## src/rtl/tc_pkg.sv

```systemverilog
// ---------------------------------------------------------------------------
// tc_pkg
// Shared constants and helpers for the timestamp counter.
//   SEC_MAX_DEF / MIN_MAX_DEF / HR_MAX_DEF : default last value of each field
//   tc_cnt_w()                             : bit width for a 0..n-1 counter
// ---------------------------------------------------------------------------
package tc_pkg;

    localparam int SEC_MAX_DEF = 59;
    localparam int MIN_MAX_DEF = 59;
    localparam int HR_MAX_DEF  = 23;

    localparam int SEC_W_DEF = 6;
    localparam int MIN_W_DEF = 6;
    localparam int HR_W_DEF  = 5;

    // Width of a counter that must hold 0..n-1; never narrower than 1 bit.
    function automatic int tc_cnt_w(input int n);
        return (n <= 2) ? 1 : $clog2(n);
    endfunction

endpackage

```

## src/rtl/tc_prescaler.sv

```systemverilog
// ---------------------------------------------------------------------------
// tc_prescaler
// Divides enabled clock cycles by PRESCALE and emits a one-cycle inc on the
// last cycle of each period.
//   clk   in  system clock
//   reset in  synchronous active-high reset, clears the phase counter
//   en    in  advance enable; the phase counter holds when low
//   clr   in  restart the period (preload); suppresses inc in that cycle
//   inc   out combinational: one time unit has elapsed this cycle
// ---------------------------------------------------------------------------
module tc_prescaler
    import tc_pkg::*;
#(
    parameter int PRESCALE = 1
) (
    input  logic clk,
    input  logic reset,
    input  logic en,
    input  logic clr,
    output logic inc
);

    localparam int            PW        = tc_cnt_w(PRESCALE);
    localparam logic [PW-1:0] PCNT_LAST = PW'(PRESCALE - 1);

    logic [PW-1:0] pcnt_q;
    logic [PW-1:0] pcnt_d;
    logic          term;

    // With PRESCALE==1 the counter sits at 0, term is always true, so inc=en.
    assign term = (pcnt_q == PCNT_LAST);
    assign inc  = en && !clr && term;

    always_comb begin
        pcnt_d = pcnt_q;
        if (clr) begin
            pcnt_d = '0;
        end else if (en) begin
            pcnt_d = term ? '0 : pcnt_q + PW'(1);
        end
    end

    always_ff @(posedge clk) begin
        if (reset) begin
            pcnt_q <= '0;
        end else begin
            pcnt_q <= pcnt_d;
        end
    end

endmodule

```

## src/rtl/timestamp_counter.sv

```systemverilog
// ---------------------------------------------------------------------------
// timestamp_counter
// hr:min:sec elapsed-time counter used to stamp spectrogram frame headers.
// Prescaled count enable, synchronous preload with clamping, wrap or
// saturate at full scale, and a sticky overflow flag with its own clear.
//   clk       in  system clock
//   reset     in  synchronous active-high reset, clears all state
//   en        in  count enable (prescaler advances only when high)
//   load      in  one-cycle strobe: take ld_sec/ld_min/ld_hr
//   ld_sec    in  preload seconds (clamped to SEC_MAX)
//   ld_min    in  preload minutes (clamped to MIN_MAX)
//   ld_hr     in  preload hours   (clamped to HR_MAX)
//   rst_ovf   in  clear ovf
//   sec       out seconds, registered
//   min       out minutes, registered
//   hr        out hours, registered
//   tick      out pulse in the cycle each new count becomes visible
//   min_tick  out pulse in the cycle a seconds carry into minutes is visible
//   ovf       out sticky full-scale flag
// ---------------------------------------------------------------------------
module timestamp_counter
    import tc_pkg::*;
#(
    parameter int PRESCALE = 1,
    parameter int SEC_MAX  = SEC_MAX_DEF,
    parameter int MIN_MAX  = MIN_MAX_DEF,
    parameter int HR_MAX   = HR_MAX_DEF,
    parameter int SEC_W    = SEC_W_DEF,
    parameter int MIN_W    = MIN_W_DEF,
    parameter int HR_W     = HR_W_DEF,
    parameter int SATURATE = 0
) (
    input  logic             clk,
    input  logic             reset,
    input  logic             en,
    input  logic             load,
    input  logic [SEC_W-1:0] ld_sec,
    input  logic [MIN_W-1:0] ld_min,
    input  logic [HR_W-1:0]  ld_hr,
    input  logic             rst_ovf,
    output logic [SEC_W-1:0] sec,
    output logic [MIN_W-1:0] min,
    output logic [HR_W-1:0]  hr,
    output logic             tick,
    output logic             min_tick,
    output logic             ovf
);

    localparam logic [SEC_W-1:0] SEC_LAST = SEC_W'(SEC_MAX);
    localparam logic [MIN_W-1:0] MIN_LAST = MIN_W'(MIN_MAX);
    localparam logic [HR_W-1:0]  HR_LAST  = HR_W'(HR_MAX);
    localparam logic             SAT      = (SATURATE != 0);

    logic [SEC_W-1:0] sec_q, sec_d;
    logic [MIN_W-1:0] min_q, min_d;
    logic [HR_W-1:0]  hr_q,  hr_d;
    logic             tick_q, tick_d;
    logic             min_tick_q, min_tick_d;
    logic             ovf_q, ovf_d;

    logic             inc;
    logic             sec_at_max;
    logic             min_at_max;
    logic             hr_at_max;
    logic             full_scale;

    logic [SEC_W-1:0] ld_sec_c;
    logic [MIN_W-1:0] ld_min_c;
    logic [HR_W-1:0]  ld_hr_c;

    // load doubles as the prescaler restart, which also drops a coincident inc.
    tc_prescaler #(
        .PRESCALE (PRESCALE)
    ) u_prescaler (
        .clk   (clk),
        .reset (reset),
        .en    (en),
        .clr   (load),
        .inc   (inc)
    );

    assign sec_at_max = (sec_q == SEC_LAST);
    assign min_at_max = (min_q == MIN_LAST);
    assign hr_at_max  = (hr_q  == HR_LAST);
    assign full_scale = inc && sec_at_max && min_at_max && hr_at_max;

    assign ld_sec_c = (ld_sec > SEC_LAST) ? SEC_LAST : ld_sec;
    assign ld_min_c = (ld_min > MIN_LAST) ? MIN_LAST : ld_min;
    assign ld_hr_c  = (ld_hr  > HR_LAST)  ? HR_LAST  : ld_hr;

    // Carry chain for the time fields.
    always_comb begin
        sec_d = sec_q;
        min_d = min_q;
        hr_d  = hr_q;
        if (load) begin
            sec_d = ld_sec_c;
            min_d = ld_min_c;
            hr_d  = ld_hr_c;
        end else if (inc) begin
            if (full_scale) begin
                if (!SAT) begin
                    sec_d = '0;
                    min_d = '0;
                    hr_d  = '0;
                end
            end else if (sec_at_max) begin
                sec_d = '0;
                if (min_at_max) begin
                    min_d = '0;
                    hr_d  = hr_q + HR_W'(1);
                end else begin
                    min_d = min_q + MIN_W'(1);
                end
            end else begin
                sec_d = sec_q + SEC_W'(1);
            end
        end
    end

    always_ff @(posedge clk) begin
        if (reset) begin
            sec_q <= '0;
            min_q <= '0;
            hr_q  <= '0;
        end else begin
            sec_q <= sec_d;
            min_q <= min_d;
            hr_q  <= hr_d;
        end
    end

    // A saturated hold at full scale still ticks but has no seconds carry.
    always_comb begin
        tick_d     = inc;
        min_tick_d = inc && sec_at_max && !(full_scale && SAT);
    end

    always_ff @(posedge clk) begin
        if (reset) begin
            tick_q     <= 1'b0;
            min_tick_q <= 1'b0;
        end else begin
            tick_q     <= tick_d;
            min_tick_q <= min_tick_d;
        end
    end

    // A full-scale event beats a same-cycle clear.
    always_comb begin
        ovf_d = ovf_q;
        if (full_scale) begin
            ovf_d = 1'b1;
        end else if (rst_ovf) begin
            ovf_d = 1'b0;
        end
    end

    always_ff @(posedge clk) begin
        if (reset) begin
            ovf_q <= 1'b0;
        end else begin
            ovf_q <= ovf_d;
        end
    end

    assign sec      = sec_q;
    assign min      = min_q;
    assign hr       = hr_q;
    assign tick     = tick_q;
    assign min_tick = min_tick_q;
    assign ovf      = ovf_q;

endmodule

```

## config.mk

```make
export PLATFORM = sky130hd
export DESIGN_NAME = timestamp_counter
export DESIGN_NICKNAME = d
export VERILOG_FILES = /design/src/rtl/tc_pkg.sv /design/src/rtl/tc_prescaler.sv /design/src/rtl/timestamp_counter.sv
export SDC_FILE = /design/constraint.sdc
export NUM_CORES = 1
export LEC_CHECK = 0
export BUFFER_PORTS_ARGS = -buffer_cell sky130_fd_sc_hd__buf_2
export CORE_ASPECT_RATIO = 2
export CORE_MARGIN = 2
export CORE_UTILIZATION = 45
export CTS_CLUSTER_DIAMETER = 200
export DETAILED_ROUTE_END_ITERATION = 10
export GPL_TIMING_DRIVEN = 0
export PLACE_DENSITY_LB_ADDON = 0.3
export SETUP_SLACK_MARGIN = 0.4
export SLEW_MARGIN = 20
export SYNTH_ARGS = -nofsm -noshare
export SYNTH_HDL_FRONTEND = slang
export SYNTH_SLANG_ARGS = --single-unit
export TNS_END_PERCENT = 1
```

## constraint.sdc

```tcl
create_clock -name clk -period 1.78 [get_ports clk]
set_input_delay 0 -clock clk [delete_from_list [all_inputs] [get_ports clk]]
set_output_delay 0 -clock clk [all_outputs]
set_load 0.05 [all_outputs]
```

==> metrics.txt, run 1 <==
worst min-delay path class in2reg; H-tree levels 1; final wirelength between 3 and 4 mm; Clock Power Share 0.332; Area contributors post-synth dfxtp_1 33%, nor2_1 5.8%, ha_1 3.1%; clk_lat worst skew 0.26 ns; Hold Vio Cnt, Final 2; CP Capture Type flip-flop; Hold WS -0.002266 ns; final instance area 1753 um2; diode count 0; Post-synth top cells 20 x dfxtp_1, 19 x nor2_1, 8 x inv_1, 8 x nand2_1; initial antenna violation count 0; CTS tree done; Sw Ratio 0.3291; initial core utilization 0.4757; uppermost routed layer met4; Layout Skew ~0.0026 ns; Synth Area in Compound Gates 0.2784; unrepaired setup endpoints after global routing true; post-synthesis mux area share 0.008188; Synth Register Bits 20; TritonCTS buffer count 3; Slew HR 0.5670; simple-gate share of the synthesized area 0.2784; gr usage total 0.2698; syn_nets 175; FILL cells 216; maximum clock frequency 626.3 MHz; Final WS setup 0.1834 ns; Worst path max stage delay around 0.37 ns; Synth Area in XOR/XNOR 0.007165; reg2reg start min[1]$_SDFFE_PP0P_; Total Nets Final 228; Seq pwr share 0.422; largest net degree at the start of global routing 13; post-synthesis adder-cell area fraction 0.03071; number of flops mapped to enable cells by yosys 0; Clock Sinks 20; R2R setup slack 0.18 ns; Slew Limit Fails 0; Crit Reg-Reg Endpoint hr[2]$_SDFFE_PP0P_; Int Pwr 0.0008230 W; setup TNS 0 ns; Vias roughly 1400; Hold Path Origin ld_sec[1]; 1st-pass router iterations 4; DRT antenna net count 0; die area 3175 um2; grt ovf 0; WHS Path Cells 3; ys flop type dfxtp_1; largest family of logic cells by synthesized area compound AO/OA/AOI/OAI gates; Die Y 77.71 um; worst-path maximum fanout 4; Final period util 0.8970; vias in the first global route 1389; yosys warns 0; Critical Path RT 1.94 ns; final setup fails 0; die width 40.86 um; DP Worst Slack ~0.21 ns; Post-DP Area about 1600 um2; Arrival @ worst endpoint roughly 1.8 ns; IO Port Bufs 40; row count 26; hold endpoint sec[1]$_SDFFE_PP0P_; Wirelength per Cell 16.99 um; DRT met1 WL 1.381 mm; Worst-Margin Slew around 0.65 ns; worst reg2reg path depth 6; VDD IR-drop max slightly above 0.4 mV; # IOs between 40 and 50; failing checks negative hold slack; clock tree buffer depth 2; detailed placement HPWL approximately 2.9 mm; routed wl met2 2.245 mm; Area growth syn-to-layout 43.40%; clock slew at reported path FFs 0.08 ns; slowest cell on the critical path dfxtp_4; most common cell in the netlist dfxtp_1; CTS root buffer clkbuf_8; kind of critical path reg2reg; ys async rst share 0; # DRC 0; sw power 0.0004037 W; outcome finished, violations left; Starting DRT DRC Count 48; Pleak 0.7425 nW; cell accounting for the most synthesized area dfxtp_1; Maximum Capacitance Violations 0; vias per cell 6.157; Seq/Total Area, Yosys 0.3275; Syn Inst Count 150; min cycle time layout 1.597 ns; global-route wire length before repair 6.244 mm; layout cells sized above 1 0.4653; synthesized area about 1200 um2; post-synth top area share 0.3275; power density cells 699.8 nW/um2; CP Launch Type flip-flop; routed wl met3 210 um; Core ar. 2570 um2; synthesized area per cell 8.149 um2; Cell variety after synth 48; CP cell instances ha_4, nand3b_1, buf_4, nor3_4, o2bb2a_1, a2111oi_4; combinational power share 0.245; gpl congestion 0.8502
## placed cells by master (no fill, tap or decap), types with 3 or more instances in the layout
cell	Yosys	layout
a21oi_1	7	7
nand2_1	8	7
a311oi_1	3	3
nor3_1	5	4
buf_2	1	40
dfxtp_1	20	4
nor2_1	19	18
nand2b_1	3	3
dfxtp_4	0	9
a221oi_2	2	3
o21ai_0	7	7
buf_6	2	3
clkbuf_8	0	3
nand3_1	4	4
clkbuf_1	4	4
nand4_1	5	5
dfxtp_2	0	7
nand3b_1	3	3
a211oi_2	0	3
buf_4	1	6
dlygate4sd3_1	0	3
inv_1	8	8
## worst max path at each step
stage                        start             endpoint  slack, ns  cells past startpoint
2_1_floorplan  sec[1]$_SDFFE_PP0P_   hr[2]$_SDFFE_PP0P_       0.25                      7
3_3_place_gp   min[1]$_SDFFE_PP0P_   hr[2]$_SDFFE_PP0P_       0.25                      5
3_5_place_dp   min[1]$_SDFFE_PP0P_  min[0]$_SDFFE_PP0P_       0.21                      5
4_1_cts        sec[0]$_SDFFE_PP0P_   hr[2]$_SDFFE_PP0P_       0.23                      7
5_1_grt        min[0]$_SDFFE_PP0P_   hr[2]$_SDFFE_PP0P_       0.17                      6
6_report       min[1]$_SDFFE_PP0P_   hr[2]$_SDFFE_PP0P_       0.18                      6
## area by class of cell
type | count | area [um2] | area share
buffer | 9 | 61.31 | 0.03498
inverter | 8 | 30.03 | 0.01713
sequential | 20 | 442.9 | 0.2527
tap | 28 | 35.03 | 0.01999
multi-input combinational | 113 | 849.6 | 0.4847
clock buffer | 4 | 66.31 | 0.03783
timing repair buffer | 48 | 267.8 | 0.1527
## registers in the layout, summed over array words and instances, names as in the netlist
| register | count |
|---|---|
| hr | 5 |
| min | 6 |
| min_tick | 1 |
| ovf | 1 |
| sec | 6 |
| tick | 1 |
## metrics by stage
| step | util | instances | power (W) |
|---|---|---|---|
| 6_report | 0.6821 | 230 | 0.001227 |
| 3_3_place_gp | 0.6071 | 218 | 0.0008019 |
| 3_5_place_dp | 0.6071 | 218 | 0.0008096 |
| 2_1_floorplan | - | 150 | 0.0007225 |
| 4_1_cts | 0.6631 | 230 | 0.001215 |
| 5_1_grt | 0.6821 | 230 | 0.001276 |
## timing repair
action | 4_1_cts | 5_1_grt
gates resized for setup | 2 | 10
pin swaps | 7 | 4
hold buffers | 3 | 0
gates cloned | 0 | 0
setup endpoints to repair | 15 | 18
hold endpoints to repair | 3 | 0
setup buffers | 5 | 0
## metal layers
| metal | GRT usage | vias up |
|---|---|---|
| li1 | - | 668 |
| met1 | 0.2824 | 685 |
| met2 | 0.4797 | 56 |
| met3 | 0.03429 | 7 |
| met4 | 0.1133 | 0 |
| met5 | 0 | - |
## logic make-up after synthesis
logic type,Yosys count
adders and majority gates,3
AOI/OAI and AO/OA,44
and+or+nand+nor,64
DFF,20
muxes,1
xor gates and xnor gates,1
buffers and inverters,17
## power by group through the flow
stage          Clock [W]  Sequential [W]  Combinational (W)
6_report        0.000408        0.000518           0.000301
3_3_place_gp           0        0.000524           0.000278
3_5_place_dp           0        0.000526           0.000283
5_1_grt         0.000430        0.000523           0.000324
2_1_floorplan          0        0.000617           0.000106
4_1_cts         0.000406        0.000516           0.000293
## critical path, delay by kind of cell, from the launching register on
kind / cells / cell delay, ns
compound gates: 2 / 0.61
buf+inv: 1 / 0.17
flops: 1 / 0.37
simple gates: 2 / 0.18
fa+ha+maj: 1 / 0.17
Power figures use the tool's default switching activity.
==> inputs of run 2 (changes only) <==
--- a/config.mk
+++ b/config.mk
@@ -13,6 +13,7 @@
 export DETAILED_ROUTE_END_ITERATION = 10
 export GPL_TIMING_DRIVEN = 0
 export PLACE_DENSITY_LB_ADDON = 0.3
+export RECOVER_POWER = 50
 export SETUP_SLACK_MARGIN = 0.4
 export SLEW_MARGIN = 20
 export SYNTH_ARGS = -nofsm -noshare
==> metrics.txt, run 2 (synthesized netlist as in run 1, its figures left out) <==
outcome finished, violations left; failing checks negative hold slack; maximum clock frequency 626.9 MHz (about the same); Final period util 0.8962 (about the same); Vias 1423 (+0.49%); clk_lat worst skew 0.26 ns (about the same); commonest non-fill, non-tap cell in the layout clkbuf_1; detailed placement HPWL 2.874 mm (unchanged); CTS root buffer clkbuf_8; Hold WS -0.0003410 ns (+0.001925 ns); # IOs 42 (unchanged); grt ovf 0 (unchanged); vias in the first global route 1389 (unchanged); clock tree buffer depth 2 (unchanged); TritonCTS buffer count 3 (unchanged); initial core utilization 0.4757 (unchanged); # DRC 0 (unchanged); worst-path maximum fanout 4 (unchanged); DRT antenna net count 0 (unchanged); clock slew at reported path FFs 0.08 ns (about the same); CP Launch Type flip-flop; Worst-Margin Slew 0.6525 ns (+0.002977 ns); gr usage total 0.2698 (unchanged); Hold Vio Cnt, Final 1 (-1); setup TNS 0 ns (unchanged); Maximum Capacitance Violations 0 (unchanged); Wirelength per Cell 16.98 um (about the same); IO Port Bufs 40 (unchanged); worst min-delay path class in2reg; Slew HR 0.5650 (-0.001984); CP Capture Type flip-flop; Pleak 0.6672 nW (-10%); Critical Path RT 1.94 ns (about the same); final wirelength 3.905 mm (about the same); layout cells sized above 1 0.3663 (-0.09901); Area growth syn-to-layout 41.35%; Arrival @ worst endpoint 1.76 ns (about the same); die width 40.86 um (unchanged); Clock Sinks 20 (unchanged); commonest non-fill, non-tap cells in the layout 24 x clkbuf_1, 20 x buf_2, 18 x nor2_1, 9 x dfxtp_4, 8 x inv_1; Die Y 77.71 um (unchanged); global-route wire length before repair 6.244 mm (unchanged); kind of critical path reg2reg; die area 3175 um2 (unchanged); vias per cell 6.187 (+0.49%); largest net degree at the start of global routing 13 (unchanged); Total Nets Final 228 (unchanged); Core ar. 2570 um2 (unchanged); Starting DRT DRC Count 40 (-17%); Final Power 0.001217 W (-0.80%); gpl congestion 0.8502 (unchanged); Slew Limit Fails 0 (unchanged); final setup fails 0 (unchanged); initial antenna violation count 0 (unchanged); power density cells 704.2 nW/um2 (+0.63%); H-tree levels 1 (unchanged); diode count 0 (unchanged); R2R setup slack 0.18 ns (about the same); VDD IR-drop max 0.3996 mV (-1.4%); unrepaired setup endpoints after global routing true; Layout Skew 0.002155 ns (-0.0004677 ns); min cycle time layout 1.595 ns (-0.001464 ns); CTS tree done; row count 26 (unchanged); 1st-pass router iterations 4 (unchanged)
-- run 2: critical path: stages (launching register included) --
cell	delay, ns
dfxtp_4	0.37
ha_4	0.17
nand3b_1	0.13
buf_4	0.17
nor3_4	0.05
o2bb2a_1	0.33
a2111oi_4	0.28
-- run 2: through the flow --
stage,hold slack (ns),utilization,cells,instance area (um2),setup slack (ns)
2_1_floorplan,0.1068,-,150,1325,0.2543
3_3_place_gp,0.2305,0.6071,218,1560,0.2475
3_5_place_dp,0.2323,0.6071,218,1560,0.2147
4_1_cts,0.007432,0.6631,230,1704,0.2341
5_1_grt,0.01831,0.6723,230,1728,0.1676
6_report,-0.0003410,0.6723,230,1728,0.1848
-- run 2: worst paths after layout --
path,from,to,cells after the start
setup / recovery,min[1]$_SDFFE_PP0P_,hr[2]$_SDFFE_PP0P_,6
hold reg to reg,ovf$_SDFFE_PP0P_,ovf$_SDFFE_PP0P_,2
hold / removal,ld_sec[1],sec[1]$_SDFFE_PP0P_,3
setup reg to reg,min[1]$_SDFFE_PP0P_,hr[2]$_SDFFE_PP0P_,6
-- run 2: per-layer routing --
| layer | track usage | share of wire |
|---|---|---|
| met1 | 0.2824 | 0.35 |
| met2 | 0.4797 | 0.55 |
| met3 | 0.03429 | 0.054 |
| met4 | 0.1133 | 0.040 |
| met5 | 0 | 0 |
-- run 2: cell type report --
type / instances / area [um2]
buffer: 9 / 61.31
tap: 28 / 35.03
inverter: 8 / 30.03
timing repair buffer: 48 / 242.7
fill: 227 / 842.1
clock buffer: 4 / 66.31
sequential: 20 / 442.9
multi-input combinational: 113 / 849.6
-- run 2: report_power, final --
group	total (W)	switching (W)	internal (W)	leakage (nW)
Sequential	0.000519	0.0000436	0.000476	0.173
Clock	0.000405	0.000161	0.000244	0.0339
Combinational	0.000292	0.000197	0.0000956	0.460
Total	0.00122	0.000402	0.000815	0.667
-- run 2: repair_timing --
action	CTS	global route
setup buffers	5	0
endpoints found under the setup margin	15	18
endpoints found under the hold margin	3	0
gates resized for setup	2	10
pin swaps	7	4
hold buffers	3	0
gates cloned	0	0
==> inputs of run 3 (changes only) <==
--- a/config.mk
+++ b/config.mk
@@ -8,7 +8,7 @@
 export BUFFER_PORTS_ARGS = -buffer_cell sky130_fd_sc_hd__buf_2
 export CORE_ASPECT_RATIO = 2
 export CORE_MARGIN = 2
-export CORE_UTILIZATION = 45
+export CORE_UTILIZATION = 35
 export CTS_CLUSTER_DIAMETER = 200
 export DETAILED_ROUTE_END_ITERATION = 10
 export GPL_TIMING_DRIVEN = 0
==> metrics.txt, run 3 (synthesized netlist as in run 1, its figures left out) <==
multi-input logic area 840.8 um2 (-1.0%); IO Port Bufs 40 (unchanged); gpl congestion 0.8470 (-0.38%); outcome finished, violations left; Critical Path RT 1.90 ns (-0.04 ns); clock tree buffer depth 2 (unchanged); most used cell, CP buf_4; power density cells 654.4 nW/um2 (-7.1%); largest net degree at the start of global routing 12 (-1); Worst-Margin Slew 0.5979 ns (-0.05460 ns); Seq pwr share 0.459 (+0.032); min cycle time layout 1.549 ns (-0.04624 ns); Pleak 0.6658 nW (-0.22%); Hold WS -0.003363 ns (-0.003022 ns); CTS root buffer clkbuf_8; TritonCTS buffer count 3 (unchanged); Slew Limit Fails 0 (unchanged); kind of critical path reg2reg; gr usage total 0.2239 (-0.04594); Starting DRT DRC Count 49 (+23%); FF+latch area 442.9 um2 (unchanged); Total Nets Final 230 (+0.88%); Core ar. 3378 um2 (+31%); detailed placement HPWL 3.004 mm (+4.5%); worst min-delay path class in2reg; clock slew at reported path FFs 0.08 ns (about the same); CP cell instances ha_4, nand3b_1, buf_4, buf_4, o31ai_1, a221oi_2; delay-heaviest family, CP compound AO/OA/AOI/OAI gates; unrepaired setup endpoints after global routing true; VDD IR-drop max 0.3565 mV (-11%); # IOs 42 (unchanged); CP Capture Type flip-flop; setup TNS 0 ns (unchanged); # DRC 0 (unchanged); Clock Power Share 0.275 (-0.058); Vias 1409 (-0.98%); FILL cells 340 (+50%); initial core utilization 0.3619 (-0.1138); layout cells sized above 1 0.3676 (+0.001310); Arrival @ worst endpoint 1.66 ns (-0.10 ns); CTS tree done; Area growth syn-to-layout 40.43%; final wirelength 4.008 mm (+2.6%); slowest cell on the critical path dfxtp_4; commonest non-fill, non-tap cell in the layout clkbuf_1; Wirelength per Cell 16.98 um (about the same); die area 4010 um2 (+26%); Layout Skew 0.006927 ns (+0.004772 ns); Die Y 87.58 um (+13%); combinational power share 0.266 (+0.026); Maximum Capacitance Violations 0 (unchanged); 1st-pass router iterations 4 (unchanged); H-tree levels 1 (unchanged); maximum clock frequency 645.6 MHz (+3.0%); vias in the first global route 1418 (+2.1%); sw power 0.0003953 W (-1.6%); failing checks negative hold slack; DRT antenna net count 0 (unchanged); Hold Vio Cnt, Final 2 (+1); clk_lat worst skew 0.27 ns (about the same); Int Pwr 0.0007281 W (-11%); worst-path maximum fanout 4 (unchanged); row count 30 (+15%); diode count 0 (unchanged); Sw Ratio 0.3519 (+0.02171); Final period util 0.8702 (-0.02598); vias per cell 5.970 (-3.5%); Worst path max stage delay 0.38 ns (about the same); Slew HR 0.6014 (+0.03640); CP Launch Type flip-flop; global-route wire length before repair 6.637 mm (+6.3%); die width 45.79 um (+12%); grt ovf 0 (unchanged); Core Util, Final 0.5081 (-0.1642); final setup fails 0 (unchanged); Worst Path Buf+Inv 2 (+1); Clock Sinks 20 (unchanged); commonest non-fill, non-tap cells in the layout 24 x clkbuf_1, 20 x buf_2, 18 x nor2_1, 9 x buf_4, 9 x dfxtp_4; initial antenna violation count 0 (unchanged)
==> run 3: cell count changes in the layout (fill, tap and decap cells not counted), sizes merged <==
cell | before | now
clkbuf | 29 | 28
buf | 29 | 33
clkinv | 0 | 1
dlygate4sd3 | 3 | 1
==> run 3: layer usage <==
metal  wire length [um]  vias up  GRT usage
met2               2240       53     0.3892
li1                   -      674          -
met3                166       17    0.02887
met1               1415      665     0.2421
met5                  0        -          0
met4                186        0     0.1377
==> run 3: worst paths after layout <==
path / start / to / slack (ns) / cells past startpoint
setup / recovery: min[1]$_SDFFE_PP0P_ / hr[1]$_SDFFE_PP0P_ / 0.23 / 6
hold / removal: ld_sec[4] / sec[4]$_SDFFE_PP0P_ / -0.003 / 3
setup reg to reg: min[1]$_SDFFE_PP0P_ / hr[1]$_SDFFE_PP0P_ / 0.23 / 6
hold reg to reg: ovf$_SDFFE_PP0P_ / ovf$_SDFFE_PP0P_ / 0.47 / 2
==> run 3: worst min-delay path, cell delays in order <==
cell	delay [ns]
buf_2	0.10
nor2_1	0.08
nor3_1	0.05
==> run 3: layout make-up <==
cell class / count / share of cell area
tap: 32 / 0.02332
clock inverter: 1 / 0.002187
sequential: 20 / 0.2580
buffer: 9 / 0.03571
inverter: 8 / 0.01749
timing repair buffer: 50 / 0.1494
clock buffer: 3 / 0.02405
multi-input combinational: 113 / 0.4898
==> run 3: metrics by stage <==
stage / setup slack [ns] / std cells / cell area [um2] / hold WS (ns) / total power, W
final: 0.2311 / 236 / 1717 / -0.003363 / 0.001123
after CTS: 0.2849 / 235 / 1700 / 0.0001064 / 0.001126
after floorplan: 0.2543 / 150 / 1325 / 0.1068 / 0.0007225
after global placement: 0.2465 / 222 / 1565 / 0.2285 / 0.0008038
after detailed placement: 0.2218 / 222 / 1565 / 0.2349 / 0.0008103
after global routing: 0.1402 / 236 / 1717 / 0.003201 / 0.001187
==> run 3: power by group through the flow <==
| stage | Clock (W) | Combinational, W | Sequential, W |
|---|---|---|---|
| 5_1_grt | 0.000340 | 0.000326 | 0.000521 |
| 4_1_cts | 0.000314 | 0.000298 | 0.000514 |
| 2_1_floorplan | 0 | 0.000106 | 0.000617 |
| 3_5_place_dp | 0 | 0.000284 | 0.000526 |
| 3_3_place_gp | 0 | 0.000280 | 0.000524 |
| 6_report | 0.000309 | 0.000299 | 0.000515 |
==> run 3: what timing repair did <==
action,CTS,global route
buffers inserted,8,1
pin swaps,7,0
endpoints found under the setup margin,15,17
hold buffers,1,0
gates resized for setup,6,5
endpoints found under the hold margin,1,0
